$ cat config.mk
export PLATFORM = sky130hd
export DESIGN_NAME = nco_phase_bank
export DESIGN_NICKNAME = d
export VERILOG_FILES = /design/src/rtl/nco_pkg.sv /design/src/rtl/nco_phase_chan.sv /design/src/rtl/nco_phase_bank.sv
export SDC_FILE = /design/constraint.sdc
export NUM_CORES = 1
export LEC_CHECK = 0
export BUFFER_PORTS_ARGS = -buffer_cell sky130_fd_sc_hd__buf_2
export CORE_MARGIN = 5
export CORE_UTILIZATION = 45
export DETAILED_ROUTE_END_ITERATION = 8
export SETUP_SLACK_MARGIN = 0.15
export SYNTH_ARGS = -nofsm -noshare
export SYNTH_HDL_FRONTEND = slang
export SYNTH_HIERARCHICAL = 1
export SYNTH_SLANG_ARGS = --single-unit
$ cat constraint.sdc
create_clock -name sys_clk -period 5.94 [get_ports sys_clk]
set_input_delay 0.297 -clock sys_clk [delete_from_list [all_inputs] [get_ports sys_clk]]
set_output_delay 0.297 -clock sys_clk [all_outputs]
set_load 0.03 [all_outputs]
$ cat src/rtl/nco_pkg.sv
// Shared types and default sizing for the NCO phase bank.
// The optional channel-0 sweep is built only when NCO_PHASE_BANK_SWEEP_EN is defined.
package nco_pkg;

  localparam int NCO_NCH_DEF = 4;
  localparam int NCO_PW_DEF  = 19;

  typedef enum logic [1:0] {
    ST_IDLE  = 2'd0,
    ST_ARMED = 2'd1,
    ST_APPLY = 2'd2
  } nco_state_e;

endpackage

$ cat src/rtl/nco_phase_chan.sv
// One phase channel: shadow/active increment and offset, accumulator, registered phase output.
module nco_phase_chan #(
  parameter int PW = 19
) (
  input  logic          clk_i,
  input  logic          rst_ni,
  input  logic          wr_i,
  input  logic [PW-1:0] inc_i,
  input  logic [PW-1:0] ofs_i,
  input  logic          apply_i,
  input  logic          clr_i,
  input  logic          sweep_i,
  input  logic [PW-1:0] step_i,
  output logic [PW-1:0] phase_o,
  output logic          carry_o
);

  logic [PW-1:0] inc_sh_q, ofs_sh_q;
  logic [PW-1:0] inc_act_q, ofs_act_q;
  logic [PW-1:0] acc_q, acc_d;
  logic [PW-1:0] inc_act_d;
  logic [PW-1:0] phase_q;

  assign {carry_o, acc_d} = {1'b0, acc_q} + {1'b0, inc_act_q};

  // A commit always wins over a sweep step in the same cycle.
  always_comb begin
    inc_act_d = inc_act_q;
    if (apply_i) begin
      inc_act_d = inc_sh_q;
    end else if (sweep_i) begin
      inc_act_d = inc_act_q + step_i;
    end
  end

  always_ff @(posedge clk_i or negedge rst_ni) begin
    if (!rst_ni) begin
      inc_sh_q  <= '0;
      ofs_sh_q  <= '0;
      inc_act_q <= '0;
      ofs_act_q <= '0;
      acc_q     <= '0;
      phase_q   <= '0;
    end else begin
      if (wr_i) begin
        inc_sh_q <= inc_i;
        ofs_sh_q <= ofs_i;
      end
      inc_act_q <= inc_act_d;
      if (apply_i) begin
        ofs_act_q <= ofs_sh_q;
      end
      acc_q   <= clr_i ? '0 : acc_d;
      phase_q <= acc_q + ofs_act_q;
    end
  end

  assign phase_o = phase_q;

endmodule

$ cat src/rtl/nco_phase_bank.sv
// Bank of NCH phase accumulators with glitch-free shadow-to-active commit, optionally on channel-0 wrap.
// Defining NCO_PHASE_BANK_SWEEP_EN adds a linear sweep of the channel-0 increment.
module nco_phase_bank
  import nco_pkg::*;
#(
  parameter int NCH = NCO_NCH_DEF,
  parameter int PW  = NCO_PW_DEF
) (
  input  logic                                   sys_clk,
  input  logic                                   rst_n,
  input  logic                                   cfg_valid,
  output logic                                   cfg_ready,
  input  logic [((NCH > 1) ? $clog2(NCH) : 1)-1:0] cfg_ch,
  input  logic [PW-1:0]                          cfg_inc,
  input  logic [PW-1:0]                          cfg_ofs,
  input  logic                                   commit,
  input  logic                                   commit_on_wrap,
  input  logic                                   sync_clr,
  input  logic                                   sweep_en,
  input  logic [PW-1:0]                          sweep_step,
  output logic [NCH*PW-1:0]                      phase_out,
  output logic                                   commit_done,
  output logic                                   wrap0
);

  localparam int CHW = (NCH > 1) ? $clog2(NCH) : 1;

  nco_state_e     state_q;
  logic           ready_q, done_q, wrap0_q;
  logic           apply;
  logic [NCH-1:0] carry;
  logic           sweep0;
  logic [PW-1:0]  step0;
  logic           unused_carry;

  assign apply        = (state_q == ST_APPLY);
  assign unused_carry = ^carry;

`ifdef NCO_PHASE_BANK_SWEEP_EN
  assign sweep0 = sweep_en && (state_q == ST_IDLE);
  assign step0  = sweep_step;
`else
  logic unused_sweep;
  assign sweep0       = 1'b0;
  assign step0        = '0;
  assign unused_sweep = ^{sweep_en, sweep_step};
`endif

  // Commit sequencer; ARMED waits for the channel-0 carry so the switch lands on a wrap.
  always_ff @(posedge sys_clk or negedge rst_n) begin
    if (!rst_n) begin
      state_q <= ST_IDLE;
      ready_q <= 1'b1;
      done_q  <= 1'b0;
    end else begin
      done_q <= 1'b0;
      case (state_q)
        ST_IDLE: begin
          if (commit) begin
            ready_q <= 1'b0;
            if (commit_on_wrap) begin
              state_q <= ST_ARMED;
            end else begin
              state_q <= ST_APPLY;
              done_q  <= 1'b1;
            end
          end
        end
        ST_ARMED: begin
          if (carry[0]) begin
            state_q <= ST_APPLY;
            done_q  <= 1'b1;
          end
        end
        default: begin
          state_q <= ST_IDLE;
          ready_q <= 1'b1;
        end
      endcase
    end
  end

  always_ff @(posedge sys_clk or negedge rst_n) begin
    if (!rst_n) begin
      wrap0_q <= 1'b0;
    end else begin
      wrap0_q <= carry[0];
    end
  end

  for (genvar k = 0; k < NCH; k++) begin : g_ch
    logic wr;
    assign wr = cfg_valid && ready_q && (cfg_ch == CHW'(k));

    nco_phase_chan #(.PW(PW)) u_chan (
      .clk_i   (sys_clk),
      .rst_ni  (rst_n),
      .wr_i    (wr),
      .inc_i   (cfg_inc),
      .ofs_i   (cfg_ofs),
      .apply_i (apply),
      .clr_i   (sync_clr),
      .sweep_i ((k == 0) ? sweep0 : 1'b0),
      .step_i  ((k == 0) ? step0 : {PW{1'b0}}),
      .phase_o (phase_out[k*PW +: PW]),
      .carry_o (carry[k])
    );
  end

  assign cfg_ready   = ready_q;
  assign commit_done = done_q;
  assign wrap0       = wrap0_q;

endmodule

-- After elaboration in Yosys (flattened, before gate mapping)
Index checks and enable logic that the tools add are counted.
- bitwise gates (word level): 1
- add/subtract/negate cells: 8
- $mul: 0
- equal/unequal tests: 7
- $lt $le $gt $ge: 0
- div/mod/pow operators: 0
- reductions and logical operators: 9
- mux-type cells: 14
- shifts and indexed selects: 0
- operators with widths (kind ; count):
    19-bit adder ; 7
    19-bit 2-to-1 mux ; 4
    19-bit by 19-bit adder with 20-bit output ; 1
    2-bit == test (second input constant) ; 3
    2-bit 2-to-1 mux ; 3
    1-bit logical AND ; 5
    2-bit by 1-bit == test with 1-bit output (second input constant) ; 2
    2-bit zero test ; 2
    1-bit 2-to-1 mux ; 4
    2-bit inequality test (second input constant) ; 2
    1-bit one-hot mux with 2 select lines ; 2
    2-bit one-hot mux with 2 select lines ; 1
    2-bit AND reduction ; 2
    1-bit inverter ; 1
- bits in registers: 461
- input port bits: 66
- bits in latches: 0
- word-level logic and storage cells: 67
- memories: 0
- memory bits (read-only): 0
- memory bits (writable): 0

-- Depth between registers and ports, before layout
- depth in word-level cells: 3
- mapped depth: 10
- depth with buffers taken out: 10

-- Hierarchy
The synthesis kept the hierarchy.
- modules (own cells, without submodules) (module ; instances ; area each (µm²) ; sequential area each (µm²) ; cells each):
    nco_phase_chan at g_ch[3].u_chan ; 1 ; 6636.4 ; 2852.7 ; 637
    nco_phase_chan at g_ch[2].u_chan ; 1 ; 6632.6 ; 2852.7 ; 626
    nco_phase_chan at g_ch[0].u_chan ; 1 ; 6601.3 ; 2852.7 ; 615
    nco_phase_chan at g_ch[1].u_chan ; 1 ; 6580.1 ; 2852.7 ; 618
    nco_phase_bank ; 1 ; 224.0 ; 126.4 ; 23

-- Least setup slack after synthesis
Ideal clock, no wire load.
- path kind: reg2reg
- start point: register g_ch[0].u_chan.inc_act_q[0]
- end point: register g_ch[0].u_chan.acc_q[12]
- library setup time: 125 ps
- stages on the path, launching flop included: 10
- path slack: 3448 ps
- buffers on the path: 0
- required time: 5815 ps
- arrival: 2367 ps
- period minus slack after synthesis: 2492 ps
- cell sequence: dfrtp_1 ha_1 fa_1 a21o_1 a21oi_1 o21ai_1 a41oi_2 o21bai_1 a21oi_1 mux2_2
- word-level cells in the longest chain between the ends: 2
- ends and longest elaborated chain (element ; line ; text):
    from (decl) ; nco_phase_chan.sv:19 ; logic [PW-1:0] inc_act_q, ofs_act_q;
    from (signal assigned) ; nco_phase_chan.sv:49 ; inc_act_q <= inc_act_d;
    19-bit by 19-bit adder with 20-bit output ; nco_phase_chan.sv:24 ; assign {carry_o, acc_d} = {1'b0, acc_q} + {1'b0, inc_act_q};
    19-bit 2-to-1 mux ; nco_phase_chan.sv:53 ; acc_q <= clr_i ? '0 : acc_d;
    to (signal assigned) ; nco_phase_chan.sv:53 ;
    to (decl) ; nco_phase_chan.sv:20 ; logic [PW-1:0] acc_q, acc_d;
Every way passes these cells.
A chain may end at the register's enable or synchronous reset.

-- Worst setup path in the final report
Ends and elaborated chain as after synthesis.

==> impl_metrics.tcl <==
set metrics [dict create \
    clk_latency_ps 600 \
    grt_usage_pct 20.3 \
    arrival_ps 3360 \
    htreeDepth 2 \
    start_util_pct 45.3 \
    reg2reg_from "g_ch[0].u_chan/inc_act_q[0]" \
    hold_start "cfg_inc[15]" \
    critPathRequiredTime_ps 6420 \
    vdd_drop_max_mv 0.333 \
    cts_resized 0 \
    wl_per_cell_um 18.5 \
    avgSynthCellArea_um2 10.6 \
    grt_antenna_before_repair 15 \
    syn_area_um2 26600 \
    rows 89 \
    drive_above_1_share_pct 17.7 \
    final_nets 3052 \
    tightest_slew_ps 971 \
    finalHoldViolations 0 \
    grt_pass1_wl_mm 105 \
    die_area_um2 64100 \
    stdcell_count 3573 \
    drt_first_pass_iters 5 \
    powerDensity_nw_per_um2 611 \
    status "completed" \
    postCtsHoldBufs 4 \
    drt-total-wl_mm 65.9 \
    root_buffer "clkbuf_16" \
    slew_violations 0 \
    stdcell_area_um2 30300 \
    r2r_cells 9 \
    rsz0062_at_grt "false" \
    final_util_pct 51.5 \
    die_h_um 253 \
    drtIter0Drc 1117 \
    whs_path_depth 3 \
    grt-ovfl-total 0 \
    worst_path_most_repeated_cell "a21oi_1" \
    cpMaxStageDelayCell "fa_1" \
    placedCellCount 3469 \
    reg2reg_slack_ps 3060 \
    grt_max_degree 149 \
    post-route-period-util_pct 48.6 \
    clockBufferDepth 3 \
    crit_chain "ha_1 -> fa_1 -> a21o_1 -> a21oi_1 -> o21ai_1 -> a41oi_2 -> o21bai_1 -> a21oi_1 -> mux2_2" \
    drc 0 \
    min_to "g_ch[1].u_chan/inc_sh_q[15]" \
    post-cts-setup-buffer-count 0 \
    setup_viol 0 \
    max_stage_delay_ps 420 \
    vias_per_cell 5.50 \
    finalClockSkew_ps 15.4 \
    hp-class "in2reg" \
    path_clk_slew_ps 60 \
    ant_nets 0 \
    place_congestion 0.919 \
    syn_inst 2510 \
    placed_area_um2 28500 \
    numCtsBuffers 52 \
    io_buffers 124 \
    timing.rr.end "g_ch[0].u_chan/acc_q[12]" \
    fmax_ghz 0.347 \
    syn_to_final_growth_pct 13.7 \
    cts_sinks 461 \
    fin_setup_tns_ps 0 \
    grt_pass1_vias 19646 \
    cp_max_fo 5 \
    p_leak_uw 0.0140 \
    critPathLaunchType "flop" \
    num_vias 19640 \
    relSlewSlack_pct 35.3 \
    endpoint_kind "flop" \
    cap_violations 0 \
    core_area_um2 58800 \
    finalCriticalPeriod_ps 2880 \
    ios 145 \
    ys_warn_count 6 \
    hpwl_mm 47.6 \
    tritoncts "yes" \
    critPathKind "reg2reg" \
    die_x_um 253 \
]
## stage by stage
step	hold slack, ps	setup slack, ps	power (uW)
after global routing	49.3	2880	20000
after floorplan	1.41	3450	13200
after CTS	17.2	3050	18500
after detailed placement	287	3120	15200
final	53.4	3060	18500
after global placement	284	3190	15000
## routing by layer
layer,GRT usage (%),vias to the layer above,part of all wire [%]
li1,-,9536,-
met1,28.7,9570,46
met2,32.3,410,45
met3,3.81,116,6.2
met4,5.85,8,2.8
met5,0,-,0.074
## registers in the layout, summed over array words and instances, names as in the netlist, 2 cells and up
signal                 cells
g_ch.u_chan/acc_q         76
g_ch.u_chan/inc_act_q     76
g_ch.u_chan/inc_sh_q      76
g_ch.u_chan/ofs_act_q     76
g_ch.u_chan/ofs_sh_q      76
g_ch.u_chan/phase_o       76
state_q                    2
## placed cells by master, fill, tap and decap left out, types with 53 or more instances in the layout
| cell | instances |
|---|---|
| conb_1 | 112 |
| a21o_1 | 70 |
| clkbuf_16 | 53 |
| inv_1 | 96 |
| a21oi_1 | 174 |
| mux2_2 | 223 |
| ha_1 | 220 |
| dfrtp_1 | 460 |
| o21ai_0 | 122 |
| nor2_1 | 171 |
| xnor2_1 | 99 |
| nand2_1 | 139 |
| buf_2 | 123 |
## worst max-delay path by stage
stage	start	endpoint	slack [ps]	depth (start not counted)
after global routing	g_ch[0].u_chan/inc_act_q[0]	g_ch[0].u_chan/acc_q[12]	2880	9
after floorplan	g_ch[0].u_chan/inc_act_q[0]	g_ch[0].u_chan/acc_q[12]	3450	9
final	g_ch[0].u_chan/inc_act_q[0]	g_ch[0].u_chan/acc_q[12]	3060	9
after detailed placement	g_ch[0].u_chan/inc_act_q[0]	g_ch[0].u_chan/acc_q[12]	3120	9
after global placement	g_ch[0].u_chan/inc_act_q[0]	g_ch[0].u_chan/acc_q[12]	3190	9
after CTS	g_ch[0].u_chan/inc_act_q[0]	g_ch[0].u_chan/acc_q[12]	3050	9
## final cells by class
class                   instances  area [um^2]
fillers                      5340        28500
multi-input cells            2001        14900
repair buffers                139          791
flip-flops and latches        461        11500
well taps                     773          967
diodes                          7         17.5
clock buffers                  81         1550
inverters                      99          372
clock inverters                12         95.1
## critical path: cells and delay by family, from the launching register on
kind                     cells  cell delay (ps)
AO/OA/AOI/OAI                6             1360
adder cells (fa/ha/maj)      2              660
flip-flops                   1              400
multiplexers                 1              350
## report_power, final
| group | internal [uW] | leakage [uW] | switching, uW |
|---|---|---|---|
| sequential | 4720 | 0.00564 | 953 |
| clock | 1830 | 0.000813 | 1280 |
| combinational | 4330 | 0.00756 | 5370 |
| total | 10900 | 0.0140 | 7600 |
(Power assumes the default switching activity.)
